==> src/rtl/pipe_pkg.sv <==
// Shared constants for the pipeline control-register chain.
// Default NOP word and the width of the control-unit output bundle.
package pipe_pkg;

  // Wide enough for any stage width; modules truncate to their own WIDTH.
  localparam logic [63:0] NOP_WORD_DEFAULT = '0;

  // Shift 1, ALU 4, size 2, enable 1, rw 1, load 1, S 1, RF 1, B 1, BL 1.
  localparam int unsigned CONTROL_W = 1 + 4 + 2 + 1 + 1 + 1 + 1 + 1 + 1 + 1;

  typedef struct packed {
    logic       shift;
    logic [3:0] alu;
    logic [1:0] size;
    logic       enable;
    logic       rw;
    logic       load;
    logic       s;
    logic       rf;
    logic       b;
    logic       bl;
  } ctrl_t;

endpackage

==> src/rtl/pipe_stage_chain_if.sv <==
// Handshake and status bundle between the NOP mux, the stage chain and the hazard unit.
interface pipe_stage_chain_if #(
  parameter int unsigned WIDTH  = 16,
  parameter int unsigned STAGES = 4,
  parameter int unsigned CNT_W  = 16,
  parameter int unsigned OCC_W  = $clog2(STAGES + 1)
);

  logic [WIDTH-1:0]        in_data;
  logic                    in_valid;
  logic                    in_ready;
  logic [STAGES-1:0]       stall;
  logic [STAGES-1:0]       flush;
  logic [STAGES*WIDTH-1:0] stage_data;
  logic [STAGES-1:0]       stage_valid;
  logic [CNT_W-1:0]        retire_cnt;
  logic [OCC_W-1:0]        occupancy;

  modport master (
    output in_data, in_valid, stall, flush,
    input  in_ready, stage_data, stage_valid, retire_cnt, occupancy
  );

  modport slave (
    input  in_data, in_valid, stall, flush,
    output in_ready, stage_data, stage_valid, retire_cnt, occupancy
  );

endinterface

==> src/rtl/pipe_stage_reg.sv <==
// One pipeline control register: word plus valid bit with flush > hold > bubble > advance.
// Stage 0 is wired with up_hold tied low and the chain input as its upstream word.
module pipe_stage_reg #(
  parameter int unsigned      WIDTH    = 16,
  parameter logic [WIDTH-1:0] NOP_WORD = '0
) (
  input  logic             CLK,
  input  logic             CLR,
  input  logic             hold,
  input  logic             flush,
  input  logic             up_hold,
  input  logic [WIDTH-1:0] up_word,
  input  logic             up_valid,
  output logic [WIDTH-1:0] word,
  output logic             valid
);

  logic [WIDTH-1:0] word_d, word_q;
  logic             valid_d, valid_q;

  always_comb begin
    word_d  = word_q;
    valid_d = valid_q;
    if (flush) begin
      word_d  = NOP_WORD;
      valid_d = 1'b0;
    end else if (hold) begin
      word_d  = word_q;
      valid_d = valid_q;
    end else if (up_hold) begin
      // Upstream is frozen, so this stage gets a bubble rather than a duplicate.
      word_d  = NOP_WORD;
      valid_d = 1'b0;
    end else begin
      word_d  = up_word;
      valid_d = up_valid;
    end
  end

  always_ff @(posedge CLK or negedge CLR) begin
    if (!CLR) begin
      word_q  <= NOP_WORD;
      valid_q <= 1'b0;
    end else begin
      word_q  <= word_d;
      valid_q <= valid_d;
    end
  end

  assign word  = word_q;
  assign valid = valid_q;

endmodule

==> src/rtl/pipe_stage_chain.sv <==
// Configurable-depth chain of pipeline control registers with stall propagation,
// per-stage flush, saturating retire counter and occupancy popcount.
module pipe_stage_chain
  import pipe_pkg::*;
#(
  parameter int unsigned      WIDTH    = 16,
  parameter int unsigned      STAGES   = 4,
  parameter logic [WIDTH-1:0] NOP_WORD = WIDTH'(NOP_WORD_DEFAULT),
  parameter int unsigned      CNT_W    = 16
) (
  input logic                 CLK,
  input logic                 CLR,
  pipe_stage_chain_if.slave   bus
);

  localparam int unsigned OCC_W = $clog2(STAGES + 1);

  logic [STAGES-1:0] hold;
  logic [STAGES-1:0] up_hold;
  logic [STAGES-1:0] up_valid;
  logic [STAGES-1:0] valid;
  logic [WIDTH-1:0]  up_word [STAGES];
  logic [WIDTH-1:0]  word    [STAGES];

  logic [CNT_W-1:0] cnt_d, cnt_q;
  logic             retire;
  logic [OCC_W-1:0] occ;

  for (genvar k = 0; k < STAGES; k++) begin : g_stage
    // A stall anywhere downstream freezes this stage too.
    assign hold[k] = |bus.stall[STAGES-1:k];

    if (k == 0) begin : g_first
      assign up_hold[k]  = 1'b0;
      assign up_word[k]  = bus.in_data;
      assign up_valid[k] = bus.in_valid;
    end else begin : g_rest
      assign up_hold[k]  = hold[k-1];
      assign up_word[k]  = word[k-1];
      assign up_valid[k] = valid[k-1];
    end

    pipe_stage_reg #(
      .WIDTH    (WIDTH),
      .NOP_WORD (NOP_WORD)
    ) u_stage (
      .CLK      (CLK),
      .CLR      (CLR),
      .hold     (hold[k]),
      .flush    (bus.flush[k]),
      .up_hold  (up_hold[k]),
      .up_word  (up_word[k]),
      .up_valid (up_valid[k]),
      .word     (word[k]),
      .valid    (valid[k])
    );

    assign bus.stage_data[k*WIDTH +: WIDTH] = word[k];
  end

  assign bus.stage_valid = valid;
  assign bus.in_ready    = ~hold[0];

  assign retire = valid[STAGES-1] & ~hold[STAGES-1] & ~bus.flush[STAGES-1];

  always_comb begin
    cnt_d = cnt_q;
    if (retire && (cnt_q != {CNT_W{1'b1}})) begin
      cnt_d = cnt_q + 1'b1;
    end
  end

  always_ff @(posedge CLK or negedge CLR) begin
    if (!CLR) begin
      cnt_q <= '0;
    end else begin
      cnt_q <= cnt_d;
    end
  end

  assign bus.retire_cnt = cnt_q;

  always_comb begin
    occ = '0;
    for (int k = 0; k < STAGES; k++) begin
      occ = occ + OCC_W'(valid[k]);
    end
  end

  assign bus.occupancy = occ;

endmodule

==> src/flat_wrapper.sv <==
// flat-port wrapper written by rule: the top's interface ports become plain ports
module pipe_stage_chain_flat import pipe_pkg::*;
#(
  parameter int unsigned      WIDTH    = 16,
  parameter int unsigned      STAGES   = 4,
  parameter logic [WIDTH-1:0] NOP_WORD = WIDTH'(NOP_WORD_DEFAULT),
  parameter int unsigned      CNT_W    = 16
)
  (CLK, CLR, bus_in_data, bus_in_valid, bus_stall, bus_flush, bus_in_ready, bus_stage_data, bus_stage_valid, bus_retire_cnt, bus_occupancy);
  pipe_stage_chain_if #(.WIDTH(WIDTH), .STAGES(STAGES), .CNT_W(CNT_W)) bus_i ();
  input logic CLK;
  input logic CLR;
  input wire logic [$bits(bus_i.in_data)-1:0] bus_in_data;
  input wire logic [$bits(bus_i.in_valid)-1:0] bus_in_valid;
  input wire logic [$bits(bus_i.stall)-1:0] bus_stall;
  input wire logic [$bits(bus_i.flush)-1:0] bus_flush;
  output wire logic [$bits(bus_i.in_ready)-1:0] bus_in_ready;
  output wire logic [$bits(bus_i.stage_data)-1:0] bus_stage_data;
  output wire logic [$bits(bus_i.stage_valid)-1:0] bus_stage_valid;
  output wire logic [$bits(bus_i.retire_cnt)-1:0] bus_retire_cnt;
  output wire logic [$bits(bus_i.occupancy)-1:0] bus_occupancy;
  assign bus_i.in_data = bus_in_data;
  assign bus_i.in_valid = bus_in_valid;
  assign bus_i.stall = bus_stall;
  assign bus_i.flush = bus_flush;
  assign bus_in_ready = bus_i.in_ready;
  assign bus_stage_data = bus_i.stage_data;
  assign bus_stage_valid = bus_i.stage_valid;
  assign bus_retire_cnt = bus_i.retire_cnt;
  assign bus_occupancy = bus_i.occupancy;
  pipe_stage_chain #(.WIDTH(WIDTH), .STAGES(STAGES), .NOP_WORD(NOP_WORD), .CNT_W(CNT_W)) u_core (.CLK(CLK), .CLR(CLR), .bus(bus_i));
endmodule
==> config.mk <==
export PLATFORM = sky130hd
export DESIGN_NAME = pipe_stage_chain_flat
export DESIGN_NICKNAME = d
export VERILOG_FILES = /design/src/rtl/pipe_pkg.sv /design/src/rtl/pipe_stage_chain_if.sv /design/src/rtl/pipe_stage_reg.sv /design/src/rtl/pipe_stage_chain.sv /design/src/flat_wrapper.sv
export SDC_FILE = /design/constraint.sdc
export NUM_CORES = 1
export LEC_CHECK = 0
export CORE_UTILIZATION = 41
export DETAILED_ROUTE_END_ITERATION = 10
export PLACE_DENSITY = 0.76
export SYNTH_ARGS = -nofsm -noshare
export SYNTH_HDL_FRONTEND = slang
export SYNTH_HIERARCHICAL = 1
export SYNTH_SLANG_ARGS = --single-unit
==> constraint.sdc <==
create_clock -name CLK -period 1.8 [get_ports CLK]
set_input_delay 0.36 -clock CLK [delete_from_list [all_inputs] [get_ports CLK]]
set_output_delay 0.36 -clock CLK [all_outputs]
set_load 0.02 [all_outputs]
==> results of run 1 <==
-- power breakdown --
| part | switching (uW) | internal (uW) | total, uW |
|---|---|---|---|
| Sequential | 4.24 | 1890 | 1890 |
| Combinational | 132 | 96.0 | 228 |
| Clock | 718 | 518 | 1240 |
| Total | 854 | 2500 | 3360 |
-- path summary, 6_finish.rpt --
check / start / end / slack (ns) / cells past startpoint
worst min register to register: u_core/g_stage[3].u_stage/word[11] / u_core/g_stage[3].u_stage/word[11] / 0.50 / 1
min in group CLK: u_core/g_stage[3].u_stage/word[11] / u_core/g_stage[3].u_stage/word[11] / 0.50 / 1
worst min-delay path: CLR / u_core/bus.retire_cnt[4] / 0.03 / 2
worst max register to register: u_core/g_stage[3].u_stage/valid / u_core/bus.retire_cnt[15] / -0.01 / 5
max in group asynchronous: CLR / u_core/g_stage[0].u_stage/valid / 1.40 / 2
worst max-delay path: u_core/g_stage[1].u_stage/valid / bus_occupancy[1] / -0.30 / 4
-- logic make-up (layout without fill, tap and decap cells) --
family / count (synthesis) / count (layout) / synth area share, %
xor+xnor: 10 / 10 / 2.50
simple gates: 46 / 46 / 8.93
flops: 84 / 84 / 60.0
fa+ha+maj: 4 / 4 / 1.64
buf+inv: 23 / 159 / 5.22
other cells: 1 / 1 / 0.107
mux: 1 / 1 / 0.322
compound gates: 80 / 80 / 21.3
-- metrics by stage --
step	setup TNS [ns]	util [%]	setup slack [ns]	hold slack [ns]
final	-0.737	62.4	-0.300	0.0273
after floorplan	0	-	0.00395	0.0644
after global routing	-0.965	62.4	-0.349	0.0514
after global placement	-30.64	59.2	-0.621	0.420
after CTS	-0.847	61.7	-0.344	0.0450
after detailed placement	-33.68	59.2	-0.626	0.425
-- what timing repair did --
| item | CTS | global route |
|---|---|---|
| resized for setup | 43 | 16 |
| pin swaps | 5 | 4 |
| endpoints found under the setup margin | 71 | 30 |
| setup buffers | 0 | 1 |
| cloned | 0 | 0 |
-- critical path, cell delays in order, from the launching register on --
cell	delay [ns]
dfrtp_2	0.43
ha_4	0.24
fa_2	0.35
ha_4	0.27
buf_6	0.10
-- cell type report --
cell class	instances	area [um^2]	share of cell area (%)
flip-flops and latches	84	2110	40.9
repair buffers	137	1390	27.0
multi-input cells	142	1320	25.6
well taps	105	131	2.55
clock buffers	9	124	2.40
clock inverters	7	58.8	1.14
inverters	6	22.5	0.437
-- cells in the mapped netlist --
cell type and instances:
a21oi_1 7, a31oi_1 3, a32o_1 68, and2_1 1
and3_1 2, buf_2 5, buf_4 4, buf_6 4
buf_8 4, conb_1 1, dfrtp_1 84, fa_1 1
ha_1 3, inv_1 2, inv_2 4, mux2_2 1
nand2_1 4, nand3_1 4, nand3b_1 1, nand4_1 6
nor2_1 4, nor2_4 4, nor2b_1 4, nor3_1 5
nor3_2 2, nor3b_1 2, nor4_4 1, o21ai_0 2
or2_2 2, or3_2 2, or3b_1 1, or4_4 1
xnor2_1 2, xor2_1 8
-- placed cells by master (no fill, tap or decap), drive strengths merged --
cell	n
clkinvlp	2
nor2	8
a31oi	3
nor2b	4
fa	1
xor2	8
ha	3
and3	2
nand3	4
clkdlybuf4s50	88
clkbuf	9
dfrtp	84
a21oi	7
nand2	4
clkinv	3
dlygate4sd2	12
and2	1
inv	8
or3b	1
nand3b	1
nand4	6
nor4	1
buf	28
conb	1
dlymetal6s2s	9
xnor2	2
or2	2
a32o	68
o21ai	2
nor3	7
mux2	1
or3	2
or4	1
nor3b	2
-- state kept, by name, summed over array words and instances (netlist names) --
name	flops
u_core/bus.retire_cnt	16
u_core/g_stage.u_stage/valid	4
u_core/g_stage.u_stage/word	64
-- routing by layer --
layer	up-vias	track usage, %	share of wire, %
li1	1268	-	-
met1	1397	24.8	42
met2	86	33.2	51
met3	23	3.78	4.0
met4	0	9.49	3.1
met5	-	0	0
==> flow_metrics.env, run 1 <==
export IMPL_status="finished with violations"
export IMPL_violations="setup timing"
export IMPL_synth_seq_cells=84
export IMPL_io_pins=115
export IMPL_clk_root_buffer_cell="clkbuf_8"
export IMPL_max_freq_ghz=0.476
export IMPL_grt_antenna_before_repair=0
export IMPL_core_area_um2=8260
export IMPL_die_h_um=94.4
export IMPL_instances_no_fill=490
export IMPL_irDropWorstVdd_mv=0.413
export IMPL_grt_usage_pct=19.9
export IMPL_die_x_um=94.4
export IMPL_place_area_um2=4890
export IMPL_arrival_ns=1.74
export IMPL_ant_nets=0
export IMPL_synthCells=249
export IMPL_start_util_pct=42.4
export IMPL_htree_num_levels=3
export IMPL_via_count=2774
export IMPL_fin_worst_skew_ns=0.00935
export IMPL_synth_area_um2=3500
export IMPL_max_slew_margin_rel_pct=53.5
export IMPL_drt_total_wl_mm=8.75
export IMPL_clockBufferDepth=2
export IMPL_synth_top_area_cell="dfrtp_1"
export IMPL_critPathKind="register to output port"
export IMPL_powerDensity_nw_per_um2=651
export IMPL_io_buffers=114
export IMPL_p_leak_uw=0.00240
export IMPL_post_route_drc_count=0
export IMPL_setup_ws_ns=-0.300
export IMPL_place_hpwl_mm=6.26
export IMPL_gp_congestion=0.811
export IMPL_drt_vias_per_instance=5.66
export IMPL_drv_slew=0
export IMPL_timing_final_crit_share_pct=117
export IMPL_rsz0062_at_grt="true"
export IMPL_dp_cells=473
export IMPL_die_area_um2=8920
export IMPL_numCtsBuffers=9
export IMPL_crit_fanout=2
export IMPL_avgSynthCellArea_um2=14.1
export IMPL_cts_sinks=84
export IMPL_drive_above_1_share_pct=21.0
export IMPL_syn2layout_area_growth_pct=47.2
export IMPL_yosysSeqAreaShare_pct=60.0
export IMPL_diodes=0
export IMPL_synthesis_nets=280
export IMPL_synth_top_area_share_pct=60.0
export IMPL_cts_tree="done"
export IMPL_cts_hold_buf=0
export IMPL_insertion_delay_ns=0.35
export IMPL_cap_violations=0
export IMPL_wire_per_inst_um=17.9
export IMPL_hp_class="input pin to asynchronous set/reset pin"
export IMPL_startpoint_type="register"
export IMPL_fin_area_um2=5160
export IMPL_initialDrtViolationCount=104
export IMPL_final_hold_viol_count=0
export IMPL_finalPower_uw=3360
export IMPL_n_fill_cell=673
export IMPL_rows=33
export IMPL_firstDrtPassIters=4
export IMPL_worstPathRequired_ns=1.44
export IMPL_nets=411
export IMPL_ys_warn_count=6
export IMPL_grt_pass1_vias=2688
export IMPL_setup_viol=4
export IMPL_ys_types=34
export IMPL_worst_pin_slew_ns=0.694
export IMPL_clkTransAtPathRegs_ns=0.09
export IMPL_crit_path_end_kind="output port"
export IMPL_grt_max_degree=85
export IMPL_period_needed_ns=2.10
export IMPL_synthTopCellsByArea="dfrtp_1 60%, a32o_1 19%, xor2_1 2.0%, buf_8 1.7%, buf_6 1.3%"
export IMPL_grt_ovfl_total=0
export IMPL_grt_pass1_wl_mm=13.7
Note: power is estimated with default switching activity, not from simulation.
==> run 2: changes to the inputs <==
--- a/config.mk
+++ b/config.mk
@@ -5,6 +5,7 @@
 export SDC_FILE = /design/constraint.sdc
 export NUM_CORES = 1
 export LEC_CHECK = 0
+export CORE_MARGIN = 3
 export CORE_UTILIZATION = 41
 export DETAILED_ROUTE_END_ITERATION = 10
 export PLACE_DENSITY = 0.76
==> run 2 against run 1 <==
Effect of this change: wire length increased by 2.1%; sequential power barely moved; non-clock buffer count is 2 higher; highest routed layer unchanged; first-iteration DRC count increased by 20%; flip-flop and latch count unchanged; critical path depth unchanged; utilization is 0.68 points higher; the run still ends with setup timing left; combinational power about the same; largest cell class unchanged; cell count grew 0.41%; largest power group unchanged; fmax is 0.62% lower.
==> flow_metrics.env, run 2 (synthesis results as in run 1) <==
export IMPL_setup_ws_ns=-0.313
export IMPL_fin_area_um2=5210
export IMPL_drv_slew=0
export IMPL_startpoint_type="register"
export IMPL_p_seq_share_pct=51.9
export IMPL_hp_class="input pin to asynchronous set/reset pin"
export IMPL_grt_antenna_before_repair=0
export IMPL_max_freq_ghz=0.473
export IMPL_final_hold_viol_count=0
export IMPL_fin_worst_skew_ns=0.00758
export IMPL_gp_congestion=0.813
export IMPL_finalPower_uw=3650
export IMPL_grt_pass1_wl_mm=14.5
export IMPL_firstDrtPassIters=6
export IMPL_place_hpwl_mm=6.55
export IMPL_htree_num_levels=3
export IMPL_powerDensity_nw_per_um2=699
export IMPL_switching_share_pct=21.9
export IMPL_insertion_delay_ns=0.34
export IMPL_power_net_switching_uw=800
export IMPL_mostFrequentLayoutCells="89 x clkdlybuf4s50_1, 79 x dfrtp_1, 68 x a32o_1"
export IMPL_die_area_um2=9690
export IMPL_p_clk_share_pct=41.8
export IMPL_diodes=0
export IMPL_postLayoutCoreUtil_pct=63.1
export IMPL_crit_fanout=2
export IMPL_grt_max_degree=85
export IMPL_place_area_um2=4900
export IMPL_drt_total_wl_mm=8.94
export IMPL_clk_root_buffer_cell="clkbuf_8"
export IMPL_post_route_drc_count=0
export IMPL_worst_pin_slew_ns=0.690
export IMPL_cts_hold_buf=0
export IMPL_status="finished with violations"
export IMPL_io_pins=115
export IMPL_grt_pass1_vias=2833
export IMPL_numCtsBuffers=9
export IMPL_cts_sinks=84
export IMPL_crit_path_end_kind="output port"
export IMPL_irDropWorstVdd_mv=0.395
export IMPL_holdWs_ns=0.0200
export IMPL_slowest_delay_ns=0.43
export IMPL_core_area_um2=8260
export IMPL_cap_violations=0
export IMPL_layout_commonest_cell="clkdlybuf4s50_1"
export IMPL_p_leak_uw=0.00243
export IMPL_period_needed_ns=2.11
export IMPL_grt_usage_pct=18.6
export IMPL_die_h_um=98.4
export IMPL_die_x_um=98.4
export IMPL_p_comb_share_pct=6.3
export IMPL_clkTransAtPathRegs_ns=0.09
export IMPL_nets=413
export IMPL_grt_ovfl_total=0
export IMPL_drive_above_1_share_pct=21.2
export IMPL_cts_tree="done"
export IMPL_start_util_pct=42.4
export IMPL_rows=33
export IMPL_cpMostUsedCell="ha_4"
export IMPL_rsz0062_at_grt="true"
export IMPL_critPathKind="register to output port"
export IMPL_via_count=2775
export IMPL_drt_vias_per_instance=5.64
export IMPL_syn2layout_area_growth_pct=48.8
export IMPL_max_slew_margin_rel_pct=53.8
export IMPL_cp_cell_sequence="ha_4 > fa_2 > ha_4 > buf_6"
export IMPL_io_buffers=114
export IMPL_arrival_ns=1.75
export IMPL_ant_nets=0
export IMPL_wire_per_inst_um=18.2
export IMPL_violations="setup timing"
export IMPL_clockBufferDepth=2
export IMPL_timing_final_crit_share_pct=117
export IMPL_largest_reg_flops=64
export IMPL_initialDrtViolationCount=125
export IMPL_critPathSlowestCell="dfrtp_2"
export IMPL_worstPathRequired_ns=1.44
export IMPL_p_int_uw=2850
export IMPL_fin_setup_tns_ns=-0.756
export IMPL_setup_viol=4
-- run 2: cell count changes in the layout (fill, tap and decap cells not counted), sizes merged --
cell           previous run  this run
buf                      28        30
inv                       8         6
clkdlybuf4s50            88        89
clkinv                    3         1
bufinv                    0         2
dlygate4sd2              12        11
clkbuf                    9        11
-- run 2: stage by stage --
stage                     instances  worst slack (ns)
after floorplan                 249           0.00395
after global placement          474            -0.669
after detailed placement        474            -0.661
after CTS                       491            -0.357
after global routing            492            -0.354
final                           492            -0.313
-- run 2: worst max-delay path, delay by kind of cell, from the launching register on --
kind | cells | cell delay [ns]
buffers and inverters | 1 | 0.10
adders and majority gates | 3 | 0.86
DFF | 1 | 0.43
-- run 2: worst paths after layout --
check | from | to | slack [ns] | depth (start not counted)
max | u_core/g_stage[1].u_stage/valid | bus_occupancy[1] | -0.31 | 4
min | CLR | u_core/bus.retire_cnt[2] | 0.02 | 2
max reg2reg | u_core/g_stage[3].u_stage/valid | u_core/bus.retire_cnt[15] | 0 | 5
min reg2reg | u_core/g_stage[3].u_stage/word[2] | u_core/g_stage[3].u_stage/word[2] | 0.50 | 1
max in group asynchronous | CLR | u_core/g_stage[3].u_stage/valid | 1.40 | 2
min in group CLK | u_core/g_stage[3].u_stage/word[2] | u_core/g_stage[3].u_stage/word[2] | 0.50 | 1
-- run 2: layout make-up --
type | count | area [um^2]
fill | 659 | 3050
sequential | 84 | 2110
timing repair buffer | 139 | 1410
multi-input combinational | 142 | 1310
clock buffer | 11 | 151
tap | 105 | 131
clock inverter | 5 | 83.8
inverter | 6 | 22.5
-- run 2: power by group through the flow --
stage	clock network (uW)	registers, uW	logic, uW
6_report	1520	1890	229
5_1_grt	1630	1890	250
4_1_cts	1560	1890	230
3_5_place_dp	0	1930	230
3_3_place_gp	0	1930	226
2_1_floorplan	0	1940	98.1
-- run 2: metal layers --
layer	track usage [%]	share of wire (%)	up-vias
met5	0	0	-
met4	6.93	1.6	0
met3	3.75	4.5	10
met2	32.4	53	95
met1	22.9	41	1399
li1	-	-	1271
-- run 2: what timing repair did --
item | CTS | global route
setup buffers | 1 | 1
pin swaps | 6 | 3
cloned | 0 | 0
setup endpoints to repair | 71 | 50
resized for setup | 42 | 16
